### src/rtl/cgra_config_sequencer.sv
// CGRA configuration sequencer: streams config entries into the array one per cycle,
// then runs execution for a programmed cycle count while tracking the active context.
module cgra_config_sequencer #(
    parameter int PE_ROW_SIZE             = 4,
    parameter int PE_ROW_BIT_LENGTH       = $clog2(PE_ROW_SIZE),
    parameter int PE_COLUMN_SIZE          = 4,
    parameter int PE_COLUMN_BIT_LENGTH    = $clog2(PE_COLUMN_SIZE),
    parameter int CONTEXT_SIZE            = 16,
    parameter int CONTEXT_SIZE_BIT_LENGTH = $clog2(CONTEXT_SIZE),
    parameter int INPUT_NUM_BIT_LENGTH    = 3,
    parameter int OPERATION_BIT_LENGTH    = 4,
    parameter int DATA_WIDTH              = 32,
    parameter int CYCLE_WIDTH             = 32
) (
    input  logic                               clk,
    input  logic                               reset_n,
    input  logic                               cmd_start,
    input  logic                               cmd_stop,
    input  logic [CYCLE_WIDTH-1:0]             cmd_num_entries,
    input  logic [CONTEXT_SIZE_BIT_LENGTH-1:0] cmd_context_max_id,
    input  logic [CYCLE_WIDTH-1:0]             cmd_exec_cycles,
    input  logic                               cfg_valid,
    output logic                               cfg_ready,
    input  logic [PE_ROW_BIT_LENGTH-1:0]       cfg_row,
    input  logic [PE_COLUMN_BIT_LENGTH-1:0]    cfg_col,
    input  logic [CONTEXT_SIZE_BIT_LENGTH-1:0] cfg_ctx,
    input  logic [INPUT_NUM_BIT_LENGTH-1:0]    cfg_in1,
    input  logic [INPUT_NUM_BIT_LENGTH-1:0]    cfg_in2,
    input  logic [OPERATION_BIT_LENGTH-1:0]    cfg_op,
    input  logic [DATA_WIDTH-1:0]              cfg_const,
    output logic [PE_ROW_BIT_LENGTH-1:0]       config_PE_row_index,
    output logic [PE_COLUMN_BIT_LENGTH-1:0]    config_PE_column_index,
    output logic [CONTEXT_SIZE_BIT_LENGTH-1:0] config_index,
    output logic [INPUT_NUM_BIT_LENGTH-1:0]    config_input_PE_index_1,
    output logic [INPUT_NUM_BIT_LENGTH-1:0]    config_input_PE_index_2,
    output logic [OPERATION_BIT_LENGTH-1:0]    config_op,
    output logic [DATA_WIDTH-1:0]              config_const_data,
    output logic                               write_config_data,
    output logic                               start_exec,
    output logic [CONTEXT_SIZE_BIT_LENGTH-1:0] mapping_context_max_id,
    output logic [CONTEXT_SIZE_BIT_LENGTH-1:0] cur_context,
    output logic [CYCLE_WIDTH-1:0]             iteration_count,
    output logic                               busy,
    output logic                               done,
    output logic                               aborted,
    output logic                               cfg_error
);

    typedef enum logic [1:0] {StIdle, StLoad, StExec, StDone} state_e;

    state_e                             r_state;
    state_e                             w_state_next;
    logic [CYCLE_WIDTH-1:0]             r_num_entries;
    logic [CYCLE_WIDTH-1:0]             r_exec_cycles;
    logic [CONTEXT_SIZE_BIT_LENGTH-1:0] r_ctx_max;
    logic [CYCLE_WIDTH-1:0]             r_entry_cnt;
    logic [CYCLE_WIDTH-1:0]             r_cycle_cnt;
    logic [CONTEXT_SIZE_BIT_LENGTH-1:0] r_cur_ctx;
    logic [CYCLE_WIDTH-1:0]             r_iter;
    logic                               r_cfg_error;
    logic                               r_aborted;
    logic                               r_write;
    logic [PE_ROW_BIT_LENGTH-1:0]       r_row;
    logic [PE_COLUMN_BIT_LENGTH-1:0]    r_col;
    logic [CONTEXT_SIZE_BIT_LENGTH-1:0] r_idx;
    logic [INPUT_NUM_BIT_LENGTH-1:0]    r_in1;
    logic [INPUT_NUM_BIT_LENGTH-1:0]    r_in2;
    logic [OPERATION_BIT_LENGTH-1:0]    r_op;
    logic [DATA_WIDTH-1:0]              r_const;

    logic w_accept;
    logic w_in_range;
    logic w_last_beat;
    logic w_exec_term;

    assign w_accept    = cfg_valid && (r_state == StLoad);
    // Widen to int so the range test stays meaningful when the index fields are oversized.
    assign w_in_range  = (int'(cfg_row) < PE_ROW_SIZE) && (int'(cfg_col) < PE_COLUMN_SIZE) &&
                         (cfg_ctx <= r_ctx_max);
    assign w_last_beat = (r_entry_cnt == r_num_entries - CYCLE_WIDTH'(1));
    assign w_exec_term = (r_exec_cycles != '0) && (r_cycle_cnt == r_exec_cycles);

    always_ff @(posedge clk) begin
        if (!reset_n) begin
            r_state <= StIdle;
        end else begin
            r_state <= w_state_next;
        end
    end

    always_comb begin
        w_state_next = r_state;
        cfg_ready    = 1'b0;
        start_exec   = 1'b0;
        busy         = 1'b1;
        done         = 1'b0;
        aborted      = 1'b0;
        unique case (r_state)
            StIdle: begin
                busy = 1'b0;
                if (cmd_start) begin
                    w_state_next = (cmd_num_entries != '0) ? StLoad : StExec;
                end
            end
            StLoad: begin
                cfg_ready = 1'b1;
                if (cmd_stop) begin
                    w_state_next = StDone;
                end else if (w_accept && w_last_beat) begin
                    w_state_next = StExec;
                end
            end
            StExec: begin
                start_exec = 1'b1;
                if (cmd_stop || w_exec_term) begin
                    w_state_next = StDone;
                end
            end
            StDone: begin
                done         = 1'b1;
                aborted      = r_aborted;
                w_state_next = StIdle;
            end
            default: w_state_next = StIdle;
        endcase
    end

    always_ff @(posedge clk) begin
        if (!reset_n) begin
            r_num_entries <= '0;
            r_exec_cycles <= '0;
            r_ctx_max     <= '0;
            r_entry_cnt   <= '0;
            r_cycle_cnt   <= '0;
            r_cur_ctx     <= '0;
            r_iter        <= '0;
            r_cfg_error   <= 1'b0;
            r_aborted     <= 1'b0;
            r_write       <= 1'b0;
            r_row         <= '0;
            r_col         <= '0;
            r_idx         <= '0;
            r_in1         <= '0;
            r_in2         <= '0;
            r_op          <= '0;
            r_const       <= '0;
        end else begin
            r_write <= 1'b0;
            unique case (r_state)
                StIdle: begin
                    if (cmd_start) begin
                        r_num_entries <= cmd_num_entries;
                        r_exec_cycles <= cmd_exec_cycles;
                        r_ctx_max     <= cmd_context_max_id;
                        r_entry_cnt   <= '0;
                        r_cycle_cnt   <= CYCLE_WIDTH'(1);
                        r_cur_ctx     <= '0;
                        r_iter        <= '0;
                        r_cfg_error   <= 1'b0;
                        r_aborted     <= 1'b0;
                    end
                end
                StLoad: begin
                    if (w_accept) begin
                        r_row       <= cfg_row;
                        r_col       <= cfg_col;
                        r_idx       <= cfg_ctx;
                        r_in1       <= cfg_in1;
                        r_in2       <= cfg_in2;
                        r_op        <= cfg_op;
                        r_const     <= cfg_const;
                        r_write     <= w_in_range;
                        r_entry_cnt <= r_entry_cnt + 1'b1;
                        if (!w_in_range) begin
                            r_cfg_error <= 1'b1;
                        end
                    end
                    if (cmd_stop) begin
                        r_aborted <= 1'b1;
                    end
                end
                StExec: begin
                    if (r_cycle_cnt != '1) begin
                        r_cycle_cnt <= r_cycle_cnt + 1'b1;
                    end
                    if (r_cur_ctx == r_ctx_max) begin
                        r_cur_ctx <= '0;
                        if (r_iter != '1) begin
                            r_iter <= r_iter + 1'b1;
                        end
                    end else begin
                        r_cur_ctx <= r_cur_ctx + 1'b1;
                    end
                    if (cmd_stop) begin
                        r_aborted <= 1'b1;
                    end
                end
                StDone: begin
                end
                default: begin
                end
            endcase
        end
    end

    assign config_PE_row_index     = r_row;
    assign config_PE_column_index  = r_col;
    assign config_index            = r_idx;
    assign config_input_PE_index_1 = r_in1;
    assign config_input_PE_index_2 = r_in2;
    assign config_op               = r_op;
    assign config_const_data       = r_const;
    assign write_config_data       = r_write;
    assign mapping_context_max_id  = r_ctx_max;
    assign cur_context             = r_cur_ctx;
    assign iteration_count         = r_iter;
    assign cfg_error               = r_cfg_error;

endmodule

### config.mk
export PLATFORM = sky130hd
export DESIGN_NAME = cgra_config_sequencer
export DESIGN_NICKNAME = d
export VERILOG_FILES = /design/src/rtl/cgra_config_sequencer.sv
export SDC_FILE = /design/constraint.sdc
export NUM_CORES = 1
export LEC_CHECK = 0
export ABC_AREA = 0
export CAP_MARGIN = 20
export CORE_MARGIN = 10
export CORE_UTILIZATION = 50
export CTS_CLUSTER_DIAMETER = 50
export DETAILED_ROUTE_END_ITERATION = 6
export DONT_BUFFER_PORTS = 1
export HOLD_SLACK_MARGIN = 0.02
export RECOVER_POWER = 25
export SLEW_MARGIN = 20
export SYNTH_ARGS = -nofsm -noshare
export SYNTH_HDL_FRONTEND = slang
export SYNTH_SLANG_ARGS = --single-unit
### constraint.sdc
create_clock -name clk -period 3.36 [get_ports clk]
set_input_delay 0.672 -clock clk [delete_from_list [all_inputs] [get_ports clk]]
set_output_delay 0.672 -clock clk [all_outputs]
set_load 0.01 [all_outputs]
Word-level counts from Yosys, hierarchy flattened

Index checks and enable logic that the tools add are counted.
W data, S select, Z words.

Add/sub/neg operators: 5
Multiplexer cells: 29
$lt $le $gt $ge: 1
Reductions and logical operators: 21
Equality and inequality tests: 17

Operators with widths:

| operator                | number |
|---|---|
| $mux W32                | 6 |
| $pmux W32 S2            | 3 |
| $add A32 B1 Y32 const B | 3 |
| $eq A32 B32 Y1          | 2 |
| $ne A32 B32 Y1 const B  | 2 |
| $reduce_bool A32 Y1     | 2 |
| $sub A32 B1 Y32 const B | 1 |
| $reduce_and A3 Y1       | 5 |
| $ne A2 B2 Y1 const B    | 7 |
| $mux W2                 | 5 |
| $mux W1                 | 9 |
| $mux W4                 | 2 |
| $pmux W2 S4             | 1 |
| $pmux W4 S2             | 1 |
| $reduce_and A4 Y1       | 2 |
| $reduce_and A2 Y1       | 3 |
| $reduce_bool A2 Y1      | 3 |
| $add A4 B1 Y4 const B   | 1 |
| $eq A2 B2 Y1 const B    | 2 |
| $eq A4 B4 Y1            | 1 |
| $le A4 B4 Y1            | 1 |
| $pmux W1 S2             | 2 |
| $logic_and A1 B1 Y1     | 3 |
| $ne A3 B2 Y1 const B    | 1 |
| other kinds (5)         | 5 |

Bits in registers: 223
Input port bits: 123

Depth between registers and ports, before layout

Gate-level depths: netlist of the first run.

Depth after elaboration: 6
Gate-level depth with buffers: 12
Depth with buffers taken out: 10

Worst setup path after synthesis of the first run

Ideal clock, no wire load.

Path type: flip-flop to flip-flop
Start point: reg r_state[0]
End point: reg r_entry_cnt[29]
Slack: 0.809 ns
Cell stages (with the launch flop): 12
Required time: 3.232 ns
Setup time: 0.128 ns
Arrival time: 2.423 ns
Period minus slack after synthesis: 2.551 ns
Buffers on the path: 1
Path through: dfxtp_1 > inv_1 > ha_1 > buf_2 > mux2i_1 > nand4bb_1 > nor4_1 > nand3_1 > nor2_1 > nand4_1 > xor2_1 > nor2_1

Longest elaborated chain between the ends: 4

Ends and longest elaborated chain:

| what                               | RTL line | RTL |
|---|---|---|
| from (decl)                        | 51       | `state_e r_state;` |
| from (signal assigned)             | 85       | `r_state <= StIdle;` |
| from (signal assigned)             | 87       | `r_state <= w_state_next;` |
| $eq A2 B1 Y1                       | 76, 149  |  |
| $logic_and A1 B1 Y1                | 76       | `assign w_accept = cfg_valid && (r_state == StLoad);` |
| $ne A2 B2 Y1 (no source line)      | n/a      |  |
| $reduce_and A3 Y1 (no source line) | n/a      |  |
| to (signal assigned)               | 173      | `r_entry_cnt <= r_entry_cnt + 1'b1;` |
| to (decl)                          | 56       | `logic [CYCLE_WIDTH-1:0] r_entry_cnt;` |

Parallel ways exist; a longest one is shown, timed or not.
A chain may end at the register's enable or synchronous reset.

Final worst setup path of the first run

Start point: reg r_num_entries[0]
End point: reg r_state[0]

Longest elaborated chain between the ends: 5

Ends and longest elaborated chain:

| what                               | RTL line | RTL |
|---|---|---|
| from (decl)                        | 53       | `logic [CYCLE_WIDTH-1:0] r_num_entries;` |
| from (signal assigned)             | 152      | `r_num_entries <= cmd_num_entries;` |
| $sub A32 B1 Y32                    | 80       | `assign w_last_beat = (r_entry_cnt == r_num_entries - CYCLE_WIDTH'(1));` |
| $eq A32 B32 Y1                     | 80       |  |
| $logic_and A1 B1 Y1                | 109      | `end else if (w_accept && w_last_beat) begin` |
| $ne A3 B2 Y1 (no source line)      | n/a      |  |
| $reduce_and A3 Y1 (no source line) | n/a      |  |

No other way between the ends.

==> metrics.yaml, run 1 <==
crit_type: "flop to flop"
clock_power_share_pct: 39.2
ctsHoldBuffers: 0
synth_fp_nets: 1456
cts.sinks: 223
cap_violations: 0
antenna_found_initial: 0
chipHeight_um: 165
wl_per_cell_um: 18.1
hpwlAfterDp_mm: 21.3
pin_count: 220
cp.arrival_ns: 3.44
synthArstFlopShare_pct: 0
min_period_ns: 2.99
maxSlewHeadroom_pct: 48.1
die_x_um: 165
cts_resized: 0
holdCritStartpoint: "cfg_op[1]"
hold_path_class: "input pin to flop"
synth_top_family_by_area: "simple AND/OR/NAND/NOR gates"
comb_power_share_pct: 21.2
start_kind: "flop"
power_per_cell_area_nw_per_um2: 692
syn_area_um2: 10600
area_growth_pct: 11.4
cts_setup_buffers: 0
clk_pin_slew_worst_paths_ns: 0.06
ys_seq_elements: 223
p_total_mw: 8.14
globalplace.congestion: 0.866
p_seq_share_pct: 39.6
intPower_mw: 5.55
synth_edf_count: 0
synth-simple-area-share_pct: 28.4
track_usage_pct: 20.0
slew_viol_final: 0
num_antenna_cells: 0
setup_violations: 0
nets: 1436
cts_buffers: 27
fillCellCount: 2002
synthXorXnorAreaFrac_pct: 13.3
grt.overflow.total: 0
required_ns: 3.82
critPathLaunch: "r_num_entries[0]"
cts_root_buf: "clkbuf_16"
status: "completed"
drcViolationCount: 0
hold_viol: 0
min_period_over_period_pct: 88.9
end_kind: "flop"
synth_compound_area_share_pct: 10.4
vias: 8799
avgSynthCellArea_um2: 8.00
placed_cell_area_um2: 10800
grt_max_degree: 72
start_util_pct: 50.6
drtAntennaViolNets: 0
p_leak_nw: 4.23
synth.distinct_cells: 67
design_area_um2: 11800
routed_via_density: 5.51
dr.pass1.iters: 5
cts_tree: "built"
synth_fa_ha_area_share_pct: 1.54
max_clock_freq_mhz: 335
drt_iter0_markers: 609
worstSkewPairLatency_ns: 0.53
drive_gt1_share_pct: 6.89
rsz0062_at_grt: "false"
io_buffers: 0
r2r-start: "r_num_entries[0]"
ys_seq_area_share_pct: 42.3
clock_skew_ns: 0.00899
wl_mm: 28.9
peakVddDrop_mv: 0.413
clockBufferDepth: 3
worst_pin_slew_ns: 0.778
yosys_warnings: 0
die-area_um2: 27300
grt_pass1_vias: 8433
num_rows: 53
grt_pass1_wl_mm: 44.8
p_switching_mw: 2.59
tns_ns: 0
cts_htree_levels: 1
crit_fanout: 8
core_area_um2: 20900
muxShareOfSynthArea_pct: 0.865
final_core_util_pct: 56.3
synthCells: 1320
swShare_pct: 31.8
ys.flop_type: "dfxtp_1"
[cell usage after synthesis, drive strengths merged (7+ instances only)]
cell type | count | share of area, %
nand2 | 292 | 10
dfxtp | 223 | 42
a21oi | 136 | 6.4
nor2 | 122 | 4.3
xor2 | 95 | 7.9
xnor2 | 65 | 5.4
clkbuf | 56 | 2.0
nand3 | 50 | 2.5
nor4 | 32 | 2.0
nand4 | 31 | 2.0
nor3 | 28 | 1.6
inv | 24 | 0.85
o21ai | 24 | 1.2
or3 | 16 | 0.95
and3 | 15 | 0.89
ha | 13 | 1.5
and4 | 10 | 0.83
mux2i | 8 | 0.76
buf | 7 | 0.46
[cell type report]
type | count | area (µm²) | area share (%)
inverters | 24 | 92.6 | 0.787
clock inverters | 16 | 248 | 2.11
clock buffers | 34 | 742 | 6.31
flip-flops and latches | 223 | 4460 | 37.9
multi-input cells | 1010 | 5770 | 49.0
well taps | 275 | 344 | 2.92
repair buffers | 14 | 105 | 0.893
[sequential cells by signal (all words and copies together), names as in the netlist, 3 cells and up]
signal,flops
r_entry_cnt,32
iteration_count,32
r_exec_cycles,32
config_const_data,32
config_input_PE_index_2,3
config_op,4
cur_context,4
config_input_PE_index_1,3
mapping_context_max_id,4
config_index,4
r_num_entries,32
r_cycle_cnt,32
[final timing paths]
check                                    endpoint  slack, ns  cells past startpoint
worst max-delay path                   r_state[0]       0.37                     10
worst min-delay path                 config_op[1]       0.27                      2
worst max register to register         r_state[0]       0.37                     10
worst min register to register  r_num_entries[31]       0.48                      2
[worst max-delay path, stage by stage, from the launching register on]
cell and delay, ns:
dfxtp_1 0.35, inv_1 0.07, ha_1 0.30, nor4b_4 0.40, nand3_2 0.21, nor3_4 0.32, xnor2_1 0.11, o21ai_0 0.26
nand4_2 0.16, o41ai_2 0.50, mux2i_1 0.23
[cell families after synthesis]
| family | Yosys count |
|---|---|
| compound gates | 193 |
| xor+xnor | 160 |
| fa+ha+maj | 13 |
| buf+inv | 87 |
| flops | 223 |
| mux | 9 |
| simple gates | 635 |
[layout by cell type (no fill, tap or decap), types with 4 or more instances in the layout]
cell type	instances
nand3_1	48
buf_4	14
o21ai_0	21
nand4_1	29
nand2_1	291
and4_1	10
xnor2_1	65
and3_1	15
a21oi_1	136
or3_1	16
and2_1	5
nand2b_1	4
nand3b_1	4
dfxtp_1	223
nor3_1	24
clkinv_2	5
bufinv_16	6
xor2_1	95
nor2_1	122
nor4_1	30
clkbuf_8	4
clkbuf_16	27
inv_1	23
ha_1	13
mux2i_1	8
nor2b_1	6
[per-stage QoR]
stage               setup WS, ns  hold slack [ns]  cells
floorplan                  0.809            0.448   1320
global placement           0.212            0.459   1546
detailed placement         0.268            0.464   1546
CTS                        0.285            0.250   1596
global route               0.140            0.258   1596
finish                     0.372            0.272   1596
[metal layers]
metal	vias to the layer above	wire [µm]	track usage, %
li1	4443	-	-
met1	4109	12000	24.4
met2	203	14500	35.0
met3	44	1780	4.36
met4	0	618	4.75
met5	-	0	0
[power groups by stage]
stage | Combinational (mW) | Clock [mW] | Sequential [mW]
floorplan | 1.38 | 0 | 3.16
global placement | 1.72 | 0 | 3.28
detailed placement | 1.73 | 0 | 3.28
CTS | 1.74 | 3.26 | 3.23
global route | 1.95 | 3.36 | 3.25
finish | 1.73 | 3.19 | 3.22
No activity file was read; power rests on OpenSTA's default activity.
==> run 2, diff against run 1 <==
--- a/config.mk
+++ b/config.mk
@@ -7,6 +7,7 @@
 export LEC_CHECK = 0
 export ABC_AREA = 0
 export CAP_MARGIN = 20
+export CORE_ASPECT_RATIO = 2
 export CORE_MARGIN = 10
 export CORE_UTILIZATION = 50
 export CTS_CLUSTER_DIAMETER = 50
==> metrics.yaml, run 2 (synthesis results as in run 1) <==
status: "completed"  # unchanged
min_period_ns: 3.01  # was 2.99 ns
final_core_util_pct: 55.6  # was 56.3%
nets: 1432  # was 1,436
vias: 9024  # was 8,799
p_total_mw: 7.86  # was 8.14 mW
maxSlewHeadroom_pct: 34.9  # was 48.1%
pre_cts_slack_ns: 0.351  # was 0.268 ns
grt_pass1_wl_mm: 49.8  # was 44.8 mm
grt_max_degree: 72  # unchanged
num_rows: 75  # was 53
antenna_found_initial: 0  # unchanged
pin_count: 220  # unchanged
crit_fanout: 8  # unchanged
start_kind: "flop"  # unchanged
required_ns: 3.80  # was 3.82 ns
peakVddDrop_mv: 0.474  # was 0.413 mV
clock_power_share_pct: 36.1  # was 39.2%
cp_slowest_cell: "o41ai_2"  # unchanged
hold_path_class: "input pin to flop"  # unchanged
design_area_um2: 11600  # was 11,800 µm²
routed_via_density: 5.71  # was 5.51
end_kind: "flop"  # unchanged
min_period_over_period_pct: 89.6  # was 88.9%
slew_viol_final: 0  # unchanged
cts_htree_levels: 1  # unchanged
wl_mm: 32.8  # was 28.9 mm
cts_setup_buffers: 0  # unchanged
path_cells: "inv_1, ha_1, nor4b_4, nand3_2, nor3_4, nor4b_1, o2111ai_1, o41ai_2, mux2i_1"  # was inv_1, ha_1, nor4b_4, nand3_2, nor3_4, xnor2_1, o21ai_0, nand4_2, o41ai_2, mux2i_1
max_clock_freq_mhz: 332  # was 335 MHz
grt.overflow.total: 0  # unchanged
worst_pin_slew_ns: 0.977  # was 0.778 ns
dr.pass1.iters: 5  # unchanged
drtAntennaViolNets: 0  # unchanged
p_switching_mw: 2.59  # about the same
wl_per_cell_um: 20.8  # was 18.1 µm
cts.sinks: 223  # unchanged
die-area_um2: 27700  # was 27,300 µm²
cts_buffers: 22  # was 27
cts_root_buf: "clkbuf_16"  # unchanged
globalplace.congestion: 0.974  # was 0.866
area_growth_pct: 10.1  # was 11.4%
start_util_pct: 50.5  # was 50.6%
worstSkewPairLatency_ns: 0.51  # was 0.53 ns
placed_cell_area_um2: 10800  # about the same
hold_viol: 0  # unchanged
core_area_um2: 20900  # about the same
drt_iter0_markers: 554  # was 609
cts_tree: "built"  # unchanged
p_seq_share_pct: 41.0  # was 39.6%
max_stage_delay_ns: 0.47  # was 0.50 ns
p_leak_nw: 4.16  # was 4.23 nW
crit_type: "flop to flop"  # unchanged
comb_power_share_pct: 22.9  # was 21.2%
final_cell_mix: "290 x nand2_1, 223 x dfxtp_1, 136 x a21oi_1"  # was 291 x nand2_1, 223 x dfxtp_1, 136 x a21oi_1
final_common_cell: "nand2_1"  # unchanged
hpwlAfterDp_mm: 25.2  # was 21.3 mm
fin_ws_ns: 0.350  # was 0.372 ns
clk_pin_slew_worst_paths_ns: 0.07  # was 0.06 ns
tns_ns: 0  # unchanged
cp.arrival_ns: 3.45  # was 3.44 ns
power_per_cell_area_nw_per_um2: 676  # was 692 nW/µm²
cts_resized: 0  # unchanged
drcViolationCount: 0  # unchanged
chipHeight_um: 226  # was 165 µm
clock_skew_ns: 0.00785  # was 0.00899 ns
clockBufferDepth: 3  # unchanged
ctsHoldBuffers: 0  # unchanged
drive_gt1_share_pct: 6.48  # was 6.89%
rsz0062_at_grt: "false"  # unchanged
setup_violations: 0  # unchanged
io_buffers: 0  # unchanged
num_antenna_cells: 0  # unchanged
intPower_mw: 5.27  # was 5.55 mW
die_x_um: 123  # was 165 µm
swShare_pct: 32.9  # was 31.8%
cap_violations: 0  # unchanged
grt_pass1_vias: 8782  # was 8,433
track_usage_pct: 22.9  # was 20.0%
-- run 2: cell count changes in the layout (fill, tap and decap cells not counted), sizes merged --
cell / before / now
clkbuf: 34 / 29
clkinv: 6 / 1
buf: 14 / 15
bufinv: 6 / 5
clkinvlp: 1 / 2
inv: 27 / 26
-- run 2: critical path: cells and delay by family, from the launching register on --
| family | cells | cell delay, ns |
|---|---|---|
| multiplexers | 1 | 0.22 |
| AO/OA/AOI/OAI | 2 | 0.63 |
| flip-flops | 1 | 0.35 |
| AND/OR/NAND/NOR | 4 | 1.36 |
| adder cells (fa/ha/maj) | 1 | 0.31 |
| buffers and inverters | 1 | 0.07 |
-- run 2: layout make-up --
cell class,instances,area (µm²)
Fill cell,2058,9290
Multi-Input combinational cell,1010,5770
Sequential cell,223,4460
Clock buffer,29,648
Tap cell,269,337
Clock inverter,10,191
Timing Repair Buffer,15,125
Inverter,24,92.6
-- run 2: path summary, 6_finish.rpt --
check                            to  depth (start not counted)                 from  slack (ns)
setup / recovery         r_state[0]                          9     r_num_entries[0]        0.35
setup reg to reg         r_state[0]                          9     r_num_entries[0]        0.35
hold reg to reg    r_exec_cycles[5]                          2     r_exec_cycles[5]        0.48
hold / removal    r_exec_cycles[10]                          2  cmd_exec_cycles[10]        0.29
-- run 2: power by group through the flow --
stage                     registers, mW  clock network (mW)  logic, mW
after floorplan                    3.16                   0       1.38
after global placement             3.28                   0       1.78
after detailed placement           3.29                   0       1.79
after CTS                          3.23                2.88       1.81
after global routing               3.25                2.98       1.98
final                              3.22                2.84       1.80
-- run 2: routing by layer --
metal / vias up / part of all wire [%] / GRT usage, %
met5: - / 0 / 0
met4: 0 / 3.0 / 8.48
met3: 52 / 6.3 / 5.48
met2: 226 / 57 / 43.6
met1: 4328 / 34 / 22.8
li1: 4418 / - / -
-- run 2: metrics by stage --
stage	hold WS (ns)	instances
3_5_place_dp	0.475	1541
5_1_grt	0.270	1580
4_1_cts	0.271	1580
6_report	0.290	1580
3_3_place_gp	0.461	1541
2_1_floorplan	0.448	1320
==> run 3, diff against run 2 <==
--- a/config.mk
+++ b/config.mk
@@ -14,7 +14,7 @@
 export DETAILED_ROUTE_END_ITERATION = 6
 export DONT_BUFFER_PORTS = 1
 export HOLD_SLACK_MARGIN = 0.02
-export RECOVER_POWER = 25
+export RECOVER_POWER = 100
 export SLEW_MARGIN = 20
 export SYNTH_ARGS = -nofsm -noshare
 export SYNTH_HDL_FRONTEND = slang
==> metrics.yaml, run 3 (synthesis results as in run 1) <==
grt_max_degree: 72  # unchanged
final_common_cell: "nand2_1"  # unchanged
r2r-start: "r_num_entries[0]"  # unchanged
cts_buffers: 22  # unchanged
p_seq_share_pct: 41.1  # was 41.0%
placed_cell_area_um2: 10800  # unchanged
clockBufferDepth: 3  # unchanged
hold_viol: 0  # unchanged
setup_violations: 0  # unchanged
critPathLaunch: "r_num_entries[0]"  # unchanged
globalplace.congestion: 0.974  # unchanged
track_usage_pct: 22.9  # unchanged
clock_skew_ns: 0.00910  # was 0.00785 ns
required_ns: 3.80  # about the same
antenna_found_initial: 0  # unchanged
final_core_util_pct: 55.4  # was 55.6%
r2r-end: "r_state[0]"  # unchanged
hold_ws_ns: 0.290  # about the same
design_area_um2: 11600  # about the same
end_kind: "flop"  # unchanged
peakVddDrop_mv: 0.474  # about the same
ff2ff_path_depth: 9  # unchanged
final_cell_mix: "291 x nand2_1, 223 x dfxtp_1, 136 x a21oi_1"  # was 290 x nand2_1, 223 x dfxtp_1, 136 x a21oi_1
p_switching_mw: 2.58  # was 2.59 mW
nets: 1432  # unchanged
register_area_um2: 4460  # unchanged
drcViolationCount: 0  # unchanged
routed_via_density: 5.70  # was 5.71
cts_resized: 0  # unchanged
comb_power_share_pct: 22.7  # was 22.9%
intPower_mw: 5.27  # about the same
die_x_um: 123  # unchanged
drive_gt1_share_pct: 5.95  # was 6.48%
clock_power_share_pct: 36.1  # about the same
p_leak_nw: 4.15  # was 4.16 nW
rsz0062_at_grt: "false"  # unchanged
core_area_um2: 20900  # unchanged
cts_setup_buffers: 0  # unchanged
num_rows: 75  # unchanged
grt_pass1_wl_mm: 49.8  # unchanged
cts_tree: "built"  # unchanged
max_clock_freq_mhz: 329  # was 332 MHz
power_per_cell_area_nw_per_um2: 676  # about the same
fillCellCount: 2063  # was 2,058
grt.overflow.total: 0  # unchanged
worst_pin_slew_ns: 1.90  # was 0.977 ns
maxSlewHeadroom_pct: -26.5  # was 34.9%
chipHeight_um: 226  # unchanged
io_buffers: 0  # unchanged
hpwlAfterDp_mm: 25.2  # unchanged
die-area_um2: 27700  # unchanged
status: "finished with violations"  # was completed
r2r_slack_ns: 0.32  # was 0.35 ns
min_period_over_period_pct: 90.6  # was 89.6%
holdCritStartpoint: "cmd_num_entries[2]"  # was cmd_exec_cycles[10]
drt_iter0_markers: 509  # was 554
min_period_ns: 3.04  # was 3.01 ns
crit_fanout: 8  # unchanged
pre_cts_slack_ns: 0.351  # unchanged
num_antenna_cells: 0  # unchanged
swShare_pct: 32.8  # was 32.9%
slew_viol_final: 82  # was 0
multi_input_area_um2: 5750  # was 5770 µm²
wl_mm: 32.8  # about the same
clk_pin_slew_worst_paths_ns: 0.07  # about the same
violations: "max-capacitance violations, max-slew violations"
min_to: "r_num_entries[2]"  # was r_exec_cycles[10]
worstSkewPairLatency_ns: 0.51  # about the same
area_growth_pct: 9.79  # was 10.1%
grt_pass1_vias: 8782  # unchanged
start_kind: "flop"  # unchanged
drtAntennaViolNets: 0  # unchanged
crit_type: "flop to flop"  # unchanged
pin_count: 220  # unchanged
cap_violations: 2  # was 0
hold_depth: 2  # unchanged
fin_ws_ns: 0.317  # was 0.350 ns
cts.sinks: 223  # unchanged
dr.pass1.iters: 5  # unchanged
start_util_pct: 50.5  # unchanged
hold_path_class: "input pin to flop"  # unchanged
cts_root_buf: "clkbuf_16"  # unchanged
ctsHoldBuffers: 0  # unchanged
wl_per_cell_um: 20.8  # about the same
tns_ns: 0  # unchanged
cp.arrival_ns: 3.48  # was 3.45 ns
cts_htree_levels: 1  # unchanged
vias: 9006  # was 9,024
run 3: worst max-delay path: stages (launching register included):
cell and delay, ns:
dfxtp_1 0.35, inv_1 0.07, ha_1 0.31, nor4b_4 0.42, nand3_2 0.25, nor3_4 0.33
nor4b_1 0.38, o2111ai_1 0.17, o41ai_2 0.47, mux2i_1 0.22
run 3: per-stage QoR:
| stage | power [mW] | std cells |
|---|---|---|
| finish | 7.85 | 1580 |
| global route | 8.21 | 1580 |
| CTS | 7.92 | 1580 |
| detailed placement | 5.08 | 1541 |
| global placement | 5.05 | 1541 |
| floorplan | 4.54 | 1320 |
run 3: power by group through the flow:
stage	clock, mW	sequential, mW	combinational, mW
finish	2.84	3.23	1.78
floorplan	0	3.16	1.38
CTS	2.88	3.23	1.81
global route	2.98	3.25	1.97
detailed placement	0	3.29	1.79
global placement	0	3.28	1.78
run 3: worst max path at each step:
stage	end
final	r_state[0]
after detailed placement	r_state[0]
after global routing	r_state[0]
after CTS	r_state[0]
after global placement	r_state[1]
after floorplan	r_entry_cnt[29]
run 3: final cells by class:
cell class                      count  area share [%]
Tap cell                          269            2.90
Multi-Input combinational cell   1010            49.6
Clock buffer                       29            5.59
Inverter                           24           0.798
Clock inverter                     10            1.65
Timing Repair Buffer               15            1.00
Sequential cell                   223            38.5
run 3: metal layers:
| layer | vias to the layer above | share of wire, % | GRT usage, % |
|---|---|---|---|
| met4 | 0 | 3.0 | 8.48 |
| met3 | 52 | 6.4 | 5.48 |
| met5 | - | 0 | 0 |
| met1 | 4300 | 34 | 22.8 |
| met2 | 241 | 57 | 43.6 |
| li1 | 4413 | - | - |
